File: config.mk
export PLATFORM = sky130hd
export DESIGN_NAME = tile_loader
export DESIGN_NICKNAME = d
export VERILOG_FILES = /design/src/rtl/tile_loader_pkg.sv /design/src/rtl/tile_loader_channel.sv /design/src/rtl/tile_loader.sv
export SDC_FILE = /design/constraint.sdc
export NUM_CORES = 1
export LEC_CHECK = 0
export ABC_AREA = 1
export BUFFER_PORTS_ARGS = -buffer_cell sky130_fd_sc_hd__buf_2
export CORE_ASPECT_RATIO = 0.8
export CORE_MARGIN = 1.5
export CORE_UTILIZATION = 47
export DETAILED_ROUTE_END_ITERATION = 10
export PLACE_DENSITY_LB_ADDON = 0.08
export SYNTH_ARGS = -nofsm -noshare
export SYNTH_HDL_FRONTEND = slang
export SYNTH_SLANG_ARGS = --single-unit
File: constraint.sdc
create_clock -name clk -period 2 [get_ports clk]
set_input_delay 0.2 -clock clk [delete_from_list [all_inputs] [get_ports clk]]
set_output_delay 0.2 -clock clk [all_outputs]
set_load 0.005 [all_outputs]
File: src/rtl/tile_loader_pkg.sv
// Shared types and helpers for the tile loader: channel FSM states and
// the round-robin winner search used by each load channel.
package tile_loader_pkg;

    typedef enum logic [1:0] {
        IDLE,
        STREAM,
        GAP
    } state_t;

    // Widest request vector the round-robin helper accepts.
    localparam int MAX_TILES = 32;

    // Returns the first asserted request strictly after 'last', wrapping
    // modulo n_tiles; returns 'last' itself when no request is asserted.
    function automatic int unsigned rr_pick(
        input logic [MAX_TILES-1:0] req,
        input int unsigned          last,
        input int unsigned          n_tiles
    );
        int unsigned idx;
        int unsigned pick;
        logic        found;
        pick  = last;
        found = 1'b0;
        for (int unsigned i = 1; i <= MAX_TILES; i++) begin
            if (!found && (i <= n_tiles)) begin
                idx = last + i;
                if (idx >= n_tiles) begin
                    idx = idx - n_tiles;
                end
                if (req[idx[4:0]]) begin
                    pick  = idx;
                    found = 1'b1;
                end
            end
        end
        return pick;
    endfunction

endpackage

File: src/rtl/tile_loader_channel.sv
// One burst engine: round-robin arbitration over tile requests, then a
// HEIGHT-word stream from source memory to the granted tile, then a gap.
module load_channel
    import tile_loader_pkg::*;
#(
    parameter int WIDTH   = 16,
    parameter int HEIGHT  = 32,
    parameter int N_TILES = 4,
    parameter int AW      = $clog2(N_TILES*HEIGHT)
) (
    input  logic               clk,
    input  logic               rst_n,
    input  logic [N_TILES-1:0] i_req,
    output logic [N_TILES-1:0] o_grant,
    output logic [WIDTH-1:0]   o_data,
    output logic [AW-1:0]      o_src_addr,
    output logic               o_src_rd,
    input  logic [WIDTH-1:0]   i_src_data,
    output logic               o_busy,
    output logic               o_burst_done
);

    localparam int              WW           = (N_TILES > 1) ? $clog2(N_TILES) : 1;
    localparam int              CW           = $clog2(HEIGHT) + 1;
    localparam logic [CW-1:0]   LAST_N       = CW'(HEIGHT - 1);
    localparam logic [WW-1:0]   RESET_WINNER = WW'(N_TILES - 1);

    state_t        r_state;
    state_t        w_next_state;
    logic [CW-1:0] r_cnt;
    logic [CW-1:0] w_next_cnt;
    // r_winner doubles as last_winner: it holds the tile being served and,
    // once the burst is over, the starting point of the next search.
    logic [WW-1:0] r_winner;
    logic [WW-1:0] w_next_winner;
    logic [WW-1:0] w_pick;
    logic [AW-1:0] w_pick_base;
    logic [AW-1:0] w_win_base;

    assign w_pick      = WW'(rr_pick(MAX_TILES'(i_req), 32'(r_winner), N_TILES));
    assign w_pick_base = AW'(32'(w_pick) * HEIGHT);
    assign w_win_base  = AW'(32'(r_winner) * HEIGHT);

    always_ff @(posedge clk or negedge rst_n) begin
        if (!rst_n) begin
            r_state  <= IDLE;
            r_cnt    <= '0;
            r_winner <= RESET_WINNER;
        end else begin
            r_state  <= w_next_state;
            r_cnt    <= w_next_cnt;
            r_winner <= w_next_winner;
        end
    end

    always_comb begin
        // NOTE: every output and next-state value gets a default before the
        // case statement, so no path through the block can infer a latch.
        w_next_state  = r_state;
        w_next_cnt    = r_cnt;
        w_next_winner = r_winner;
        o_grant       = '0;
        o_src_addr    = '0;
        o_src_rd      = 1'b0;
        o_burst_done  = 1'b0;

        case (r_state)
            IDLE: begin
                if (|i_req) begin
                    w_next_winner = w_pick;
                    w_next_cnt    = '0;
                    w_next_state  = STREAM;
                    o_src_addr    = w_pick_base;
                    o_src_rd      = 1'b1;
                end
            end
            STREAM: begin
                o_grant[r_winner] = 1'b1;
                if (r_cnt == LAST_N) begin
                    o_burst_done = 1'b1;
                    w_next_state = GAP;
                end else begin
                    o_src_addr = w_win_base + AW'(r_cnt) + AW'(1);
                    o_src_rd   = 1'b1;
                    w_next_cnt = r_cnt + CW'(1);
                end
            end
            GAP: begin
                w_next_state = IDLE;
            end
            default: begin
                w_next_state = IDLE;
            end
        endcase

        // NOTE: the IDLE read request is combinational from i_req, so it is
        // qualified with reset to keep the source port quiet while in reset.
        if (!rst_n) begin
            o_src_rd   = 1'b0;
            o_src_addr = '0;
        end
    end

    assign o_data = (r_state == STREAM) ? i_src_data : '0;
    assign o_busy = (r_state != IDLE);

endmodule

File: src/rtl/tile_loader.sv
// Two independent load channels: A streams input operands, B streams
// weights. This level only wires the channels to the named ports.
module tile_loader
    import tile_loader_pkg::*;
#(
    parameter int WIDTH   = 16,
    parameter int HEIGHT  = 32,
    parameter int N_TILES = 4,
    parameter int AW      = $clog2(N_TILES*HEIGHT)
) (
    input  logic               clk,
    input  logic               rst,
    input  logic [N_TILES-1:0] req_in,
    input  logic [N_TILES-1:0] req_w,
    output logic [N_TILES-1:0] grant_in,
    output logic [N_TILES-1:0] grant_w,
    output logic [WIDTH-1:0]   data_in_a,
    output logic [WIDTH-1:0]   data_in_b,
    output logic [AW-1:0]      src_a_addr,
    output logic               src_a_rd,
    input  logic [WIDTH-1:0]   src_a_data,
    output logic [AW-1:0]      src_b_addr,
    output logic               src_b_rd,
    input  logic [WIDTH-1:0]   src_b_data,
    output logic               busy_a,
    output logic               busy_b,
    output logic               burst_done_a,
    output logic               burst_done_b
);

    load_channel #(
        .WIDTH   (WIDTH),
        .HEIGHT  (HEIGHT),
        .N_TILES (N_TILES),
        .AW      (AW)
    ) u_chan_a (
        .clk          (clk),
        .rst_n        (rst),
        .i_req        (req_in),
        .o_grant      (grant_in),
        .o_data       (data_in_a),
        .o_src_addr   (src_a_addr),
        .o_src_rd     (src_a_rd),
        .i_src_data   (src_a_data),
        .o_busy       (busy_a),
        .o_burst_done (burst_done_a)
    );

    load_channel #(
        .WIDTH   (WIDTH),
        .HEIGHT  (HEIGHT),
        .N_TILES (N_TILES),
        .AW      (AW)
    ) u_chan_b (
        .clk          (clk),
        .rst_n        (rst),
        .i_req        (req_w),
        .o_grant      (grant_w),
        .o_data       (data_in_b),
        .o_src_addr   (src_b_addr),
        .o_src_rd     (src_b_rd),
        .i_src_data   (src_b_data),
        .o_busy       (busy_b),
        .o_burst_done (burst_done_b)
    );

endmodule

# --- Word-level counts from Yosys, hierarchy flattened ---
# Cells that the tools add are included.
classes:
  n_eq_ne: 10
  order_cmp: 20
  muxes: 94
  n_addsub: 22
  reduce_logical: 16
ops:
  columns: ["operator", "n"]
  rows:
  - ["greater-or-equal comparator 32 x 3 -> 1 bit (second input constant)", 8]
  - ["two-way mux 5 bit", 14]
  - ["less-than comparator 5 x 6 -> 1 bit (second input constant)", 8]
  - ["two-way mux 7 bit", 6]
  - ["binary-select mux 1 bit (select 5 bit)", 8]
  - ["two-way mux 2 bit", 18]
  - ["two-way mux 16 bit", 2]
  - ["two-way mux 1 bit", 30]
  - ["one-hot mux 7 bit (2 select lines)", 2]
  - ["two-way mux 6 bit", 4]
  - ["one-hot mux 6 bit (2 select lines)", 2]
  - ["subtractor 3 x 3 -> 4 bit (second input constant)", 6]
  - ["adder 7 x 1 -> 7 bit (second input constant)", 2]
  - ["adder 7 x 6 -> 7 bit", 2]
  - ["adder 2 x 2 -> 3 bit (second input constant)", 4]
  - ["adder 6 x 1 -> 6 bit (second input constant)", 2]
  - ["== test 6 x 5 -> 1 bit (second input constant)", 2]
  - ["subtractor 4 x 3 -> 5 bit (second input constant)", 2]
  - ["adder 2 x 3 -> 4 bit (second input constant)", 2]
  - ["two-way mux 4 bit", 2]
  - ["inequality test 2 x 1 -> 1 bit (second input constant)", 4]
  - ["one-hot mux 2 bit (2 select lines)", 2]
  - ["AND reduction 2 bit", 4]
  - ["nonzero test 2 bit", 4]
  - ["other kinds (11)", 22]
word_totals:
  input_bits: 42
  out_inout_bits: 60
  regBits: 20
  word_cells: 168

# --- Longest topological paths before layout ---
logic_depth:
  word_depth: 24
  depth_mapped: 11
  depth_no_buf: 11

# --- Cells and area by module ---
# Synthesis repeated with hierarchy kept, for this count alone.
hier_totals:
  cells_unflattened: 329
  area_unflattened_um2: 2094.5
modules_own_cells:
  columns: ["module", "n_inst", "cells_each", "seq_area_each_um2", "area_each_um2"]
  rows:
  - ["load_channel at u_chan_b", 1, 164, 252.7, 1057.3]
  - ["load_channel at u_chan_a", 1, 165, 252.7, 1037.2]

# --- Worst setup path before layout ---
# No wires, ideal clock.
synth_path:
  kind: "flip-flop to output port"
  from: "register u_chan_b.r_winner[0]"
  to: "output src_b_addr[6]"
  t_arrival_ns: 1.672
  path_stages_with_launch: 11
  t_required_ns: 1.800
  path_slack_ns: 0.128
  n_path_buf: 0
  cell_sequence: "dfstp_2 > inv_2 > ha_1 > inv_1 > nand3_1 > nand3_1 > nor2_2 > nand2_1 > nand2_1 > nand3_1 > a21oi_1"
synth_via:
  elab_chain_len: 15
  elab_cells_between_ends: 45
  cone_classes: "add/sub: 10; order compare: 4; mux: 31"
synth_lines:
  columns: ["item", "line_no", "rtl"]
  rows:
  - ["start, declared", "tile_loader_channel.sv:34", "logic [WW-1:0] r_winner;"]
  - ["start signal, assigned", "tile_loader_channel.sv:52", "r_winner <= w_next_winner;"]
  - ["adder 2 x 1 -> 3 bit / adder 2 x 2 -> 3 bit (equally long branches)", "tile_loader_pkg.sv:28", "idx = last + i;"]
  - ["greater-or-equal comparator 32 x 3 -> 1 bit / subtractor 3 x 3 -> 4 bit (equally long branches)", "tile_loader_pkg.sv:29, tile_loader_pkg.sv:30", null]
  - ["two-way mux 5 bit", "tile_loader_pkg.sv:29", "if (idx >= n_tiles) begin"]
  - ["binary-select mux 1 bit (select 5 bit) / two-way mux 5 bit (equally long branches)", "tile_loader_pkg.sv:32, tile_loader_pkg.sv:27", null]
  - ["two-way mux 1 bit (implied by the code) / binary-select mux 1 bit (select 5 bit) (equally long branches)", "tile_loader_pkg.sv:32", "if (req[idx[4:0]]) begin"]
  - ["two-way mux 2 bit / two-way mux 1 bit (equally long branches)", "tile_loader_pkg.sv:32", null]
  - ["two-way mux 2 bit", "tile_loader_pkg.sv:32", null]
  - ["two-way mux 2 bit", "tile_loader_pkg.sv:27", "if (!found && (i <= n_tiles)) begin"]
  - ["two-way mux 2 bit", "tile_loader_pkg.sv:32", null]
  - ["two-way mux 2 bit", "tile_loader_pkg.sv:27", null]
  - ["two-way mux 2 bit", "tile_loader_pkg.sv:32", null]
  - ["two-way mux 2 bit", "tile_loader_pkg.sv:27", null]
  - ["two-way mux 7 bit", "tile_loader_channel.sv:69", "if (|i_req) begin"]
  - ["one-hot mux 7 bit (2 select lines) *", "tile_loader_channel.sv:67", "case (r_state)"]
  - ["two-way mux 7 bit *", "tile_loader_channel.sv:98", "if (!rst_n) begin"]
  - ["end, declared", "tile_loader.sv:22", "output logic [AW-1:0] src_b_addr,"]
# Mark *: on every way between the ends. The rest lies on a longest branch, timed or not. The select of a mux whose other input is x is not followed.

# --- Worst setup path after layout ---
# Ends and elaborated chain as after synthesis.

==> flow_summary_export.csv <==
group,metric,value,unit
status,status,"finished, violations left",
status,violations,"setup timing",
finish,final_cell_count_no_fill,504,
floorplan,die_area,4730,um2
place,placed_cells,493,
logic_synthesis,syn_area,2030,um2
logic_synthesis,avgSynthCellArea,6.16,um2
flow_run,maxCapViolations,0,
worst_setup_path,critPathMaxStageDelay,0.57,ns
place,dpl.hpwl,3890,um
logic_synthesis,syn_inst,330,
logic_synthesis,synth.ff_latch_count,20,
power_and_ir_drop,pwr-share-seq,18.3,%
power_and_ir_drop,p_leak,0.00179,uW
finish,fin_util,71.4,%
timing,max_freq,459,MHz
worst_setup_path,worstPathRequired,1.80,ns
logic_synthesis,synth_edf_count,0,
clocking,cts_made_buffers,3,
clocking,cts_max_level,1,
timing,slew_violations,0,
detailed_routing,drtIter0Drc,108,
power_and_ir_drop,p_total,3860,uW
power_and_ir_drop,netSwitchingPower,1860,uW
logic_synthesis,synth_flop_cell,"dfrtp_1",
timing,grt_setup_unrepaired,"true",
detailed_routing,firstDrtPassIters,4,
min_path,hold_class,"in -> async",
logic_synthesis,synthTopCellsByArea,"dfrtp_1 (20%), inv_1 (14%), nor2_1 (13%)",
worst_setup_path,startpoint,"u_chan_b.r_winner[0]",
detailed_routing,route.vias.total,2391,
detailed_routing,wirelength,5490,um
timing,worst_slew_pin_slew,0.595,ns
timing,report.final.setup_viol,4,
logic_synthesis,yosys-top-cells-count,"inv_1 (77), nor2_1 (70), nand2_1 (51), nand3_1 (36), dfrtp_1 (16)",
floorplan,rows,21,
power_and_ir_drop,pwr-share-clk,10.8,%
worst_setup_path,path_max_fanout,5,
detailed_routing,viasPerCell,4.74,
logic_synthesis,seq_area_frac_synth,24.9,%
worst_setup_path,path_class,"reg -> out",
logic_synthesis,yosysMostFrequentCell,"inv_1",
timing,min_period,2.18,ns
detailed_routing,drc,0,
clocking,cts_root_buffer,"clkbuf_8",
worst_setup_path,crit_path_end_kind,"output port",
power_and_ir_drop,ir_drop,0.684,mV
timing,hold_viol,0,
timing,max_slew_margin,60.3,%
clocking,cts.sinks,20,
timing,layout_setup_ws,-0.179,ns
worst_setup_path,ff2ff_setup_slack,0.24,ns
finish,drive_gt1_share,42.3,%
place,finalWeightedCongestion,0.932,
floorplan,core-area,4180,um2
place,port_buffers,101,
finish,fin_nets,504,
grt,grt_overflow,0,
grt,antenna_found_initial,0,
detailed_routing,wl_per_cell,10.9,um
worst_setup_path,critPathLaunchType,"flop",
clocking,cts_tree,"built",
floorplan,die_w,76.5,um
grt,grt_first_pass_wirelength,8640,um
worst_setup_path,rr_worst_depth,10,
finish,final.fill_count,337,
logic_synthesis,synth_top_area_cell,"dfrtp_1",
clocking,cts_buffer_depth,2,
power_and_ir_drop,p_per_area,1290,nW/um2
timing,min_period_over_period,109,%
logic_synthesis,ys_warn_count,0,
logic_synthesis,async_reset_ff_share,100,%
logic_synthesis,synth_cell_types,28,
detailed_routing,postRouteAntennaNets,0,
worst_setup_path,worst_r2r_endpoint,"u_chan_b.r_winner[1]",
timing,holdWs,0.427,ns
finish,antenna_cells,0,
logic_synthesis,synth.top_cell.area_share,19.7,%
floorplan,initial_core_util,48.7,%
timing,fin_skew,0.00263,ns
worst_setup_path,r2r-start,"u_chan_b.r_winner[0]",
finish,area_growth,46.8,%
worst_setup_path,cpMaxStageDelayCell,"dfstp_2",
clocking,path_clk_slew,0.08,ns
floorplan,dieHeight,61.8,um
power_and_ir_drop,p_sw_share,48.2,%
worst_setup_path,arrival,1.98,ns
power_and_ir_drop,power_frac_comb,70.9,%
worst_setup_path,crit_chain,"inv_4, ha_4, inv_2, nand3_1, nand3_2, nand3_1, nand3_2, a21oi_1, buf_2",
logic_synthesis,syn_nets,386,
grt,grt_max_degree,23,
floorplan,ios,102,
timing,tns,-0.628,ns
power_and_ir_drop,p_int,2000,uW
clocking,worstSkewPairLatency,0.26,ns
grt,grt_pass1_vias,2085,
grt,gr-usage-all-layers,22.7,%
[metal layers]
metal	vias up	GRT usage (%)	part of all wire (%)
li1	1234	-	-
met4	0	6.88	0.66
met3	4	4.38	5.5
met5	-	0	0
met1	1067	27.2	45
met2	86	42.6	49
[stage by stage]
stage / worst slack (ns) / instance area, um2
3_3_place_gp: 0.0920 / 2660
3_5_place_dp: 0.0175 / 2660
6_report: -0.179 / 2980
2_1_floorplan: 0.128 / 2030
4_1_cts: -0.143 / 2870
5_1_grt: -0.268 / 2980
[kinds of logic after synthesis]
group                      Yosys count  synth area share [%]
and+or+nand+nor                    180                  40.8
DFF                                 20                  24.9
AOI/OAI and AO/OA                   26                  7.51
adders and majority gates           14                  8.62
buffers and inverters               85                  16.1
xor gates and xnor gates             5                  2.15
[layout make-up]
| type | instances | area (um2) | area share (%) |
|---|---|---|---|
| Multi-Input combinational cell | 225 | 1370 | 45.8 |
| Timing Repair Buffer | 119 | 663 | 22.2 |
| Sequential cell | 20 | 505 | 16.9 |
| Inverter | 79 | 305 | 10.2 |
| Tap cell | 57 | 71.3 | 2.39 |
| Clock buffer | 3 | 41.3 | 1.38 |
| Clock inverter | 1 | 30.0 | 1.01 |
[power groups by stage]
stage                     Combinational, uW  Sequential [uW]  Clock, uW
after floorplan                        1540              712          0
after global placement                 2250              689          0
after detailed placement               2290              696          0
after CTS                              2500              696        424
after global routing                   3040              728        439
final                                  2730              707        417
[placed cells by master, fill, tap and decap left out, types with 3 or more instances in the layout]
cell / n
buf_2: 101
inv_1: 71
nor2_1: 66
nand2_1: 48
nand3_1: 24
dfrtp_1: 16
nand3_2: 15
buf_4: 14
o21ai_0: 9
nand2_2: 8
nor2_2: 6
a21oi_1: 6
ha_1: 6
inv_2: 5
o21ai_2: 5
ha_2: 5
xor2_1: 4
a21oi_2: 4
dfstp_2: 4
ha_4: 3
clkbuf_8: 3
[worst max-delay path by stage]
stage                     to  slack (ns)  cells past startpoint
6_report       src_b_addr[6]       -0.18                      9
5_1_grt        src_b_addr[5]       -0.27                      9
4_1_cts        src_b_addr[6]       -0.14                     11
3_5_place_dp   src_a_addr[6]        0.02                     11
3_3_place_gp   src_a_addr[5]        0.09                     11
2_1_floorplan  src_b_addr[6]        0.13                     10
[sequential cells by signal, indices dropped and copies added, names as in the netlist]
name               count
u_chan_b.r_state       2
u_chan_a.r_cnt         6
u_chan_a.r_winner      2
u_chan_b.r_cnt         6
u_chan_a.r_state       2
u_chan_b.r_winner      2
[worst max-delay path: cells and delay by family, from the launching register on]
| kind | cells | cell delay, ns |
|---|---|---|
| compound gates | 1 | 0.15 |
| fa+ha+maj | 1 | 0.29 |
| buf+inv | 3 | 0.25 |
| flops | 1 | 0.57 |
| simple gates | 4 | 0.46 |
[timing repair]
action | in CTS | in global routing
pin swaps | 14 | 9
buffers inserted | 3 | 3
endpoints found under the hold margin | 16 | 0
hold buffers | 1 | 0
gates resized for setup | 25 | 21
endpoints found under the setup margin | 8 | 18
gates cloned | 0 | 0
Note: power is estimated with default switching activity, not from simulation.
